==> src/rtl/spi_host_master_if.sv <==
// Host-side command/data handshake bundle for the SPI host master.
// The master modport is the command source; the slave modport is the SPI engine.
interface spi_host_master_if;
    logic       cmd_valid;
    logic       cmd_ready;
    logic       cmd_read;
    logic [7:0] cmd_addr;
    logic [7:0] cmd_len;
    logic [7:0] tx_data;
    logic       tx_valid;
    logic       tx_ready;
    logic [7:0] rx_data;
    logic       rx_valid;
    logic       busy;
    logic       done;

    modport master (
        output cmd_valid, cmd_read, cmd_addr, cmd_len, tx_data, tx_valid,
        input  cmd_ready, tx_ready, rx_data, rx_valid, busy, done
    );

    modport slave (
        input  cmd_valid, cmd_read, cmd_addr, cmd_len, tx_data, tx_valid,
        output cmd_ready, tx_ready, rx_data, rx_valid, busy, done
    );
endinterface

==> src/rtl/spi_host_master.sv <==
// SPI mode-0 master: sends {opcode, addr, data...} MSB-first and returns MISO data bytes.
// SCLK half-period is CLK_DIV system clocks; SS is guarded by SS_GUARD half-periods.
module spi_host_master #(
    parameter int CLK_DIV  = 4,
    parameter int SS_GUARD = 2
) (
    input  logic               system_clock,
    input  logic               rst_n,
    spi_host_master_if.slave   host,
    output logic               SCLK,
    output logic               MOSI,
    output logic               SS,
    input  logic               MISO
);

    localparam int CW        = 16;
    localparam int GUARD_CYC = (SS_GUARD * CLK_DIV > 0) ? SS_GUARD * CLK_DIV : 1;
    localparam logic [CW-1:0] HP_LAST    = CW'(CLK_DIV - 1);
    localparam logic [CW-1:0] GUARD_LAST = CW'(GUARD_CYC - 1);

    typedef enum logic [2:0] {
        S_IDLE,
        S_SETUP,
        S_SHIFT,
        S_LOAD,
        S_HOLD
    } state_t;

    state_t        state_q, state_d;
    logic [CW-1:0] cnt_q, cnt_d;
    logic [3:0]    bit_q, bit_d;
    logic [8:0]    byte_idx_q, byte_idx_d;
    logic          read_q, read_d;
    logic [7:0]    addr_q, addr_d;
    logic [7:0]    len_q, len_d;
    logic [7:0]    tx_sr_q, tx_sr_d;
    logic [7:0]    rx_sr_q, rx_sr_d;
    logic [7:0]    rx_data_q, rx_data_d;
    logic          sclk_q, sclk_d;
    logic          mosi_q, mosi_d;
    logic          ss_q, ss_d;
    logic          cmd_ready_q, cmd_ready_d;
    logic          busy_q, busy_d;
    logic          rx_valid_q, rx_valid_d;
    logic          done_q, done_d;

    logic          tx_ready_c;
    logic          load_go;
    logic [7:0]    load_byte;
    logic [7:0]    opcode;
    logic [8:0]    frame_bytes;

    assign opcode      = host.cmd_read ? 8'h03 : 8'h02;
    assign frame_bytes = {1'b0, len_q} + 9'd2;

    always_comb begin
        state_d     = state_q;
        cnt_d       = cnt_q;
        bit_d       = bit_q;
        byte_idx_d  = byte_idx_q;
        read_d      = read_q;
        addr_d      = addr_q;
        len_d       = len_q;
        tx_sr_d     = tx_sr_q;
        rx_sr_d     = rx_sr_q;
        rx_data_d   = rx_data_q;
        sclk_d      = sclk_q;
        mosi_d      = mosi_q;
        ss_d        = ss_q;
        rx_valid_d  = 1'b0;
        done_d      = 1'b0;
        tx_ready_c  = 1'b0;
        load_go     = 1'b0;
        load_byte   = 8'h00;

        case (state_q)
            S_IDLE: begin
                if (host.cmd_valid && cmd_ready_q) begin
                    read_d     = host.cmd_read;
                    addr_d     = host.cmd_addr;
                    len_d      = host.cmd_len;
                    tx_sr_d    = opcode;
                    mosi_d     = opcode[7];
                    rx_sr_d    = 8'h00;
                    ss_d       = 1'b0;
                    cnt_d      = '0;
                    bit_d      = 4'd0;
                    byte_idx_d = 9'd0;
                    state_d    = S_SETUP;
                end else if (cnt_q != '0) begin
                    // SS-high gap after a frame before the next accept
                    cnt_d = cnt_q - CW'(1);
                end
            end

            S_SETUP: begin
                if (cnt_q == GUARD_LAST) begin
                    cnt_d   = '0;
                    state_d = S_SHIFT;
                end else begin
                    cnt_d = cnt_q + CW'(1);
                end
            end

            S_SHIFT: begin
                if (cnt_q != HP_LAST) begin
                    cnt_d = cnt_q + CW'(1);
                end else begin
                    cnt_d = '0;
                    if (!sclk_q) begin
                        sclk_d  = 1'b1;
                        rx_sr_d = {rx_sr_q[6:0], MISO};
                        bit_d   = bit_q + 4'd1;
                    end else begin
                        sclk_d = 1'b0;
                        if (bit_q == 4'd8) begin
                            // byte boundary: only data bytes are reported upstream
                            byte_idx_d = byte_idx_q + 9'd1;
                            if (byte_idx_q >= 9'd2) begin
                                rx_valid_d = 1'b1;
                                rx_data_d  = rx_sr_q;
                            end
                            state_d = S_LOAD;
                        end else begin
                            tx_sr_d = {tx_sr_q[6:0], 1'b0};
                            mosi_d  = tx_sr_q[6];
                        end
                    end
                end
            end

            S_LOAD: begin
                if (byte_idx_q == frame_bytes) begin
                    cnt_d   = '0;
                    state_d = S_HOLD;
                end else if (byte_idx_q == 9'd1) begin
                    load_go   = 1'b1;
                    load_byte = addr_q;
                end else if (read_q) begin
                    load_go   = 1'b1;
                    load_byte = 8'h00;
                end else if (host.tx_valid && !rx_valid_q) begin
                    // holding off one cycle keeps rx_valid and tx_ready disjoint
                    tx_ready_c = 1'b1;
                    load_go    = 1'b1;
                    load_byte  = host.tx_data;
                end
                if (load_go) begin
                    tx_sr_d = load_byte;
                    mosi_d  = load_byte[7];
                    bit_d   = 4'd0;
                    cnt_d   = '0;
                    state_d = S_SHIFT;
                end
            end

            S_HOLD: begin
                if (cnt_q == GUARD_LAST) begin
                    ss_d    = 1'b1;
                    mosi_d  = 1'b0;
                    done_d  = 1'b1;
                    cnt_d   = HP_LAST;
                    state_d = S_IDLE;
                end else begin
                    cnt_d = cnt_q + CW'(1);
                end
            end

            default: begin
                state_d = S_IDLE;
            end
        endcase
    end

    assign cmd_ready_d = (state_d == S_IDLE) && (cnt_d == '0);
    assign busy_d      = (state_d != S_IDLE);

    always_ff @(posedge system_clock or negedge rst_n) begin
        if (!rst_n) begin
            state_q     <= S_IDLE;
            cnt_q       <= '0;
            bit_q       <= 4'd0;
            byte_idx_q  <= 9'd0;
            read_q      <= 1'b0;
            addr_q      <= 8'h00;
            len_q       <= 8'h00;
            tx_sr_q     <= 8'h00;
            rx_sr_q     <= 8'h00;
            rx_data_q   <= 8'h00;
            sclk_q      <= 1'b0;
            mosi_q      <= 1'b0;
            ss_q        <= 1'b1;
            cmd_ready_q <= 1'b0;
            busy_q      <= 1'b0;
            rx_valid_q  <= 1'b0;
            done_q      <= 1'b0;
        end else begin
            state_q     <= state_d;
            cnt_q       <= cnt_d;
            bit_q       <= bit_d;
            byte_idx_q  <= byte_idx_d;
            read_q      <= read_d;
            addr_q      <= addr_d;
            len_q       <= len_d;
            tx_sr_q     <= tx_sr_d;
            rx_sr_q     <= rx_sr_d;
            rx_data_q   <= rx_data_d;
            sclk_q      <= sclk_d;
            mosi_q      <= mosi_d;
            ss_q        <= ss_d;
            cmd_ready_q <= cmd_ready_d;
            busy_q      <= busy_d;
            rx_valid_q  <= rx_valid_d;
            done_q      <= done_d;
        end
    end

    assign SCLK           = sclk_q;
    assign MOSI           = mosi_q;
    assign SS             = ss_q;
    assign host.cmd_ready = cmd_ready_q;
    assign host.busy      = busy_q;
    assign host.done      = done_q;
    assign host.rx_valid  = rx_valid_q;
    assign host.rx_data   = rx_data_q;
    assign host.tx_ready  = tx_ready_c;

endmodule
==> src/flat_wrapper.sv <==
// flat-port wrapper written by rule: the top's interface ports become plain ports
module spi_host_master_flat 
#(
    parameter int CLK_DIV  = 4,
    parameter int SS_GUARD = 2
)
  (system_clock, rst_n, SCLK, MOSI, SS, MISO, host_cmd_valid, host_cmd_read, host_cmd_addr, host_cmd_len, host_tx_data, host_tx_valid, host_cmd_ready, host_tx_ready, host_rx_data, host_rx_valid, host_busy, host_done);
  spi_host_master_if host_i ();
  input  logic system_clock;
  input  logic rst_n;
  output logic SCLK;
  output logic MOSI;
  output logic SS;
  input  logic MISO;
  input wire logic [$bits(host_i.cmd_valid)-1:0] host_cmd_valid;
  input wire logic [$bits(host_i.cmd_read)-1:0] host_cmd_read;
  input wire logic [$bits(host_i.cmd_addr)-1:0] host_cmd_addr;
  input wire logic [$bits(host_i.cmd_len)-1:0] host_cmd_len;
  input wire logic [$bits(host_i.tx_data)-1:0] host_tx_data;
  input wire logic [$bits(host_i.tx_valid)-1:0] host_tx_valid;
  output wire logic [$bits(host_i.cmd_ready)-1:0] host_cmd_ready;
  output wire logic [$bits(host_i.tx_ready)-1:0] host_tx_ready;
  output wire logic [$bits(host_i.rx_data)-1:0] host_rx_data;
  output wire logic [$bits(host_i.rx_valid)-1:0] host_rx_valid;
  output wire logic [$bits(host_i.busy)-1:0] host_busy;
  output wire logic [$bits(host_i.done)-1:0] host_done;
  assign host_i.cmd_valid = host_cmd_valid;
  assign host_i.cmd_read = host_cmd_read;
  assign host_i.cmd_addr = host_cmd_addr;
  assign host_i.cmd_len = host_cmd_len;
  assign host_i.tx_data = host_tx_data;
  assign host_i.tx_valid = host_tx_valid;
  assign host_cmd_ready = host_i.cmd_ready;
  assign host_tx_ready = host_i.tx_ready;
  assign host_rx_data = host_i.rx_data;
  assign host_rx_valid = host_i.rx_valid;
  assign host_busy = host_i.busy;
  assign host_done = host_i.done;
  spi_host_master #(.CLK_DIV(CLK_DIV), .SS_GUARD(SS_GUARD)) u_core (.system_clock(system_clock), .rst_n(rst_n), .host(host_i), .SCLK(SCLK), .MOSI(MOSI), .SS(SS), .MISO(MISO));
endmodule
==> config.mk <==
export PLATFORM = sky130hd
export DESIGN_NAME = spi_host_master_flat
export DESIGN_NICKNAME = d
export VERILOG_FILES = /design/src/rtl/spi_host_master_if.sv /design/src/rtl/spi_host_master.sv /design/src/flat_wrapper.sv
export SDC_FILE = /design/constraint.sdc
export NUM_CORES = 1
export LEC_CHECK = 0
export BUFFER_PORTS_ARGS = -buffer_cell sky130_fd_sc_hd__buf_2
export CORE_ASPECT_RATIO = 1.4
export CORE_UTILIZATION = 50
export CTS_BUF_LIST = sky130_fd_sc_hd__clkbuf_4 sky130_fd_sc_hd__clkbuf_8
export CTS_CLUSTER_DIAMETER = 40
export DETAILED_ROUTE_END_ITERATION = 10
export HOLD_SLACK_MARGIN = 0.08
export PLACE_DENSITY = 0.73
export SYNTH_ARGS = -nofsm -noshare
export SYNTH_HDL_FRONTEND = slang
export SYNTH_SLANG_ARGS = --single-unit
==> constraint.sdc <==
create_clock -name system_clock -period 3.43 [get_ports system_clock]
set_input_delay 0.343 -clock system_clock [delete_from_list [all_inputs] [get_ports system_clock]]
set_output_delay 0.343 -clock system_clock [all_outputs]
set_load 0.03 [all_outputs]
==> summary.md <==
| Metric | Value |
|---|---|
| WS Path Type | `reg -> reg` |
| Skew-Pair Late Insertion Delay | `about 380 ps` |
| Mapped Nets | `586` |
| Mapped Area | `between 4000 and 5000 µm²` |
| Die width | `82.90 µm` |
| Residual DRC | `0` |
| Worst vdd ir | `about 0.3 mV` |
| Pwr Density | `roughly 340 nW/µm²` |
| First drt pass iteration count | `5` |
| Final worst-path cycle share | `96.87%` |
| Root Driver | `clkbuf_8` |
| First-pass GRT wire length | `~20 mm` |
| Clk slew on worst S/H paths | `roughly 90 ps` |
| Fmax | `between 300 and 400 MHz` |
| Worst Path Max Fanout | `4` |
| Register area share after synthesis | `43.18%` |
| Maximum Capacitance Violations | `0` |
| Area leader, netlist | `dfrtp_1` |
| Final min period | `between 3000 and 4000 ps` |
| Drt wl/cell | `16.76 µm` |
| Pleak | `~2.5 nW` |
| Avg Cell Area, Syn | `about 8.4 µm²` |
| Critical Path RT | `approximately 3700 ps` |
| Detailed Route WL | `roughly 12 mm` |
| Drt initial violations | `roughly 250` |
| Setup violations, final | `0` |
| Worst Setup Start Kind | `flop` |
| Post-synthesis register bit count | `between 70 and 80` |
| TritonCTS sink count | `between 70 and 80` |
| TritonCTS clock tree | `yes` |
| Top post-synthesis cells by count | `133 x nand2_1, 78 x dfrtp_1, 38 x o21ai_0` |
| Cell variety after synth | `67` |
| Max Root-Sink Buffers | `2` |
| Worst reg2reg setup slack | `roughly 110 ps` |
| Via count of the routed design | `4276` |
| Setup Skew | `between 10 and 15 ps` |
| GP Congestion | `about 0.9` |
| ANT nets after route | `0` |
| Worst hold-check slack | `around 100 ps` |
| Core area | `8977 µm²` |
| Largest net degree at the start of global routing | `80` |
| Port-buffer cells | `between 40 and 50` |
| Fin cells | `713` |
| Final #Nets | `between 600 and 700` |
| Commonest register cell after synthesis | `dfrtp_1` |
| Vias in the first global route | `between 4k and 5k` |
| Layout cells sized above 1 | `between 15 and 20%` |
| Site Rows | `41` |
| Post-DP HPWL | `8.752 mm` |
| Cell count after synthesis | `547` |
| Total CTS buffers | `9` |
| Crit-path leading delay family | `simple AND/OR/NAND/NOR gates` |
| CP Capture Type | `flop` |
| Synthesis-to-finish area growth | `16.25%` |
| WP buf/inv | `0` |
| Slew Limit Fails | `0` |
| Hold Fails Final Rpt | `0` |
| Die area | `~9600 µm²` |
| Async set-or-reset flop fraction in the synthesized netlist | `100.0%` |
| Top-area cell type share of the netlist area | `42.61%` |
| Top cells by area, synth | `dfrtp_1 43%, nand2_1 11%, o21ai_0 4.2%` |
| Die H | `about 120 µm` |
| Status | `finished clean` |
| RSZ-0062 raised after global routing | `true` |
| Initial antenna violation count | `0` |
| Ys Warns | `0` |
| Starting Density | `approximately 51%` |
| Cell count after placement | `~700` |
| Fill cells | `~810` |
| Post-synth EDFFs | `0` |
| Grt ovf | `0` |
| Worst Hold Class | `in -> async` |
| Setup TNS | `0 ps` |
| Worst path cell trace | `ha_1, nand2_1, nor4b_2, a31oi_1, or4_4, a2111oi_4, o22ai_2, or4b_1, or4_1, nor4_2` |
| Overall routing resource usage | `26.48%` |
| CTS H-tree depth | `3` |
| Crit path DAT | `between 3000 and 4000 ps` |
| Slowest cell delay on critical path | `~600 ps` |
| Slowest CP cell | `or4_4` |
| I/O pin count | `46` |
| Worst slew margin | `around 18%` |
| Routed vias/inst | `around 6.0` |
| ANT cells | `0` |
| Top-count cell post-synth | `nand2_1` |
| Slew @ Worst Pin | `1222 ps` |
what timing repair did:
action	CTS	global route
buffers inserted	0	1
cloned	0	0
hold buffers	0	0
pin swaps	0	1
endpoints found under the setup margin	2	2
resized for setup	1	7
placed cells by master, fill, tap and decap left out, types with 5 or more instances in the layout:
master,count
a21o_1,6
a21oi_1,18
a31oi_1,8
and3_1,9
buf_2,44
buf_4,27
clkbuf_8,9
dfrtp_1,78
ha_1,8
inv_1,18
nand2_1,133
nand3_1,24
nand4_1,9
nor2_1,33
nor2b_1,5
nor3_1,14
o21ai_0,38
o31ai_1,6
or4_1,6
xnor2_1,7
xor2_1,9
state kept, by name, indices dropped and copies added (netlist names):
| signal | cells |
|---|---|
| u_core.host.done | 1 |
| u_core.state_q | 3 |
| u_core.host.rx_valid | 1 |
| u_core.byte_idx_q | 9 |
| u_core.bit_q | 4 |
| u_core.rx_sr_q | 8 |
| u_core.MOSI | 1 |
| u_core.host.rx_data | 8 |
| u_core.cnt_q | 16 |
| u_core.len_q | 8 |
| u_core.tx_sr_q | 7 |
| u_core.read_q | 1 |
| u_core.host.busy | 1 |
| u_core.host.cmd_ready | 1 |
| u_core.addr_q | 8 |
| u_core.SS | 1 |
| u_core.SCLK | 1 |
logic make-up (layout without fill, tap and decap cells):
| logic type | count (synthesis) | in the layout | synth area share, % |
|---|---|---|---|
| adders and majority gates | 9 | 9 | 2.458 |
| AOI/OAI and AO/OA | 125 | 125 | 18.71 |
| muxes | 2 | 2 | 0.4916 |
| xor gates and xnor gates | 16 | 16 | 3.059 |
| DFF | 79 | 79 | 43.18 |
| and+or+nand+nor | 269 | 269 | 28.00 |
| buffers and inverters | 47 | 106 | 4.097 |
worst reg2reg max path, delay by kind of cell, from the launching register on:
family / cells / cell delay, ps
flops: 1 / 400
compound gates: 3 / 600
fa+ha+maj: 1 / 220
simple gates: 6 / 2030
worst paths after layout:
path,start,end,cells past startpoint
worst max-delay path,u_core.len_q[1],u_core.host.cmd_ready,10
worst min-delay path,rst_n,u_core.cnt_q[3],1
worst max register to register,u_core.len_q[1],u_core.host.cmd_ready,10
worst min register to register,u_core.host.rx_data[5],u_core.host.rx_data[5],2
max in group asynchronous,rst_n,u_core.host.rx_data[7],1
min in group system_clock,host_cmd_len[5],u_core.len_q[5],3
power by group:
part	internal [mW]	switching, mW	total, mW
sequential	0.930	0	0.930
clock	0.486	0.373	0.858
combinational	0.0139	0.0241	0.0380
final cells by class:
cell class,instances,area [µm²],area share (%)
timing repair buffer,71,422.9,7.942
sequential,79,1978,37.15
multi-input combinational,421,2475,46.48
clock buffer,9,123.9,2.326
tap,107,133.9,2.514
clock inverter,7,120.1,2.256
inverter,19,71.32,1.339
layer usage:
metal,share of wire (%),vias up,track usage (%)
li1,-,2055,-
met1,41,2064,30.95
met2,51,122,46.12
met3,3.6,35,4.307
met4,4.1,0,15.63
met5,0,-,0
through the flow:
step | worst slack, ps | power, mW | util (%) | area (µm²)
after floorplan | 219.6 | 0.9525 | - | 4587
after global placement | 133.0 | 0.9877 | 55.92 | 5020
after detailed placement | -79.22 | 0.9885 | 55.92 | 5020
final | 107.3 | 1.826 | 59.32 | 5325
after CTS | 8.672 | 1.835 | 58.68 | 5268
after global routing | -90.00 | 1.875 | 59.32 | 5325
No activity file was read; power rests on OpenSTA's default activity.
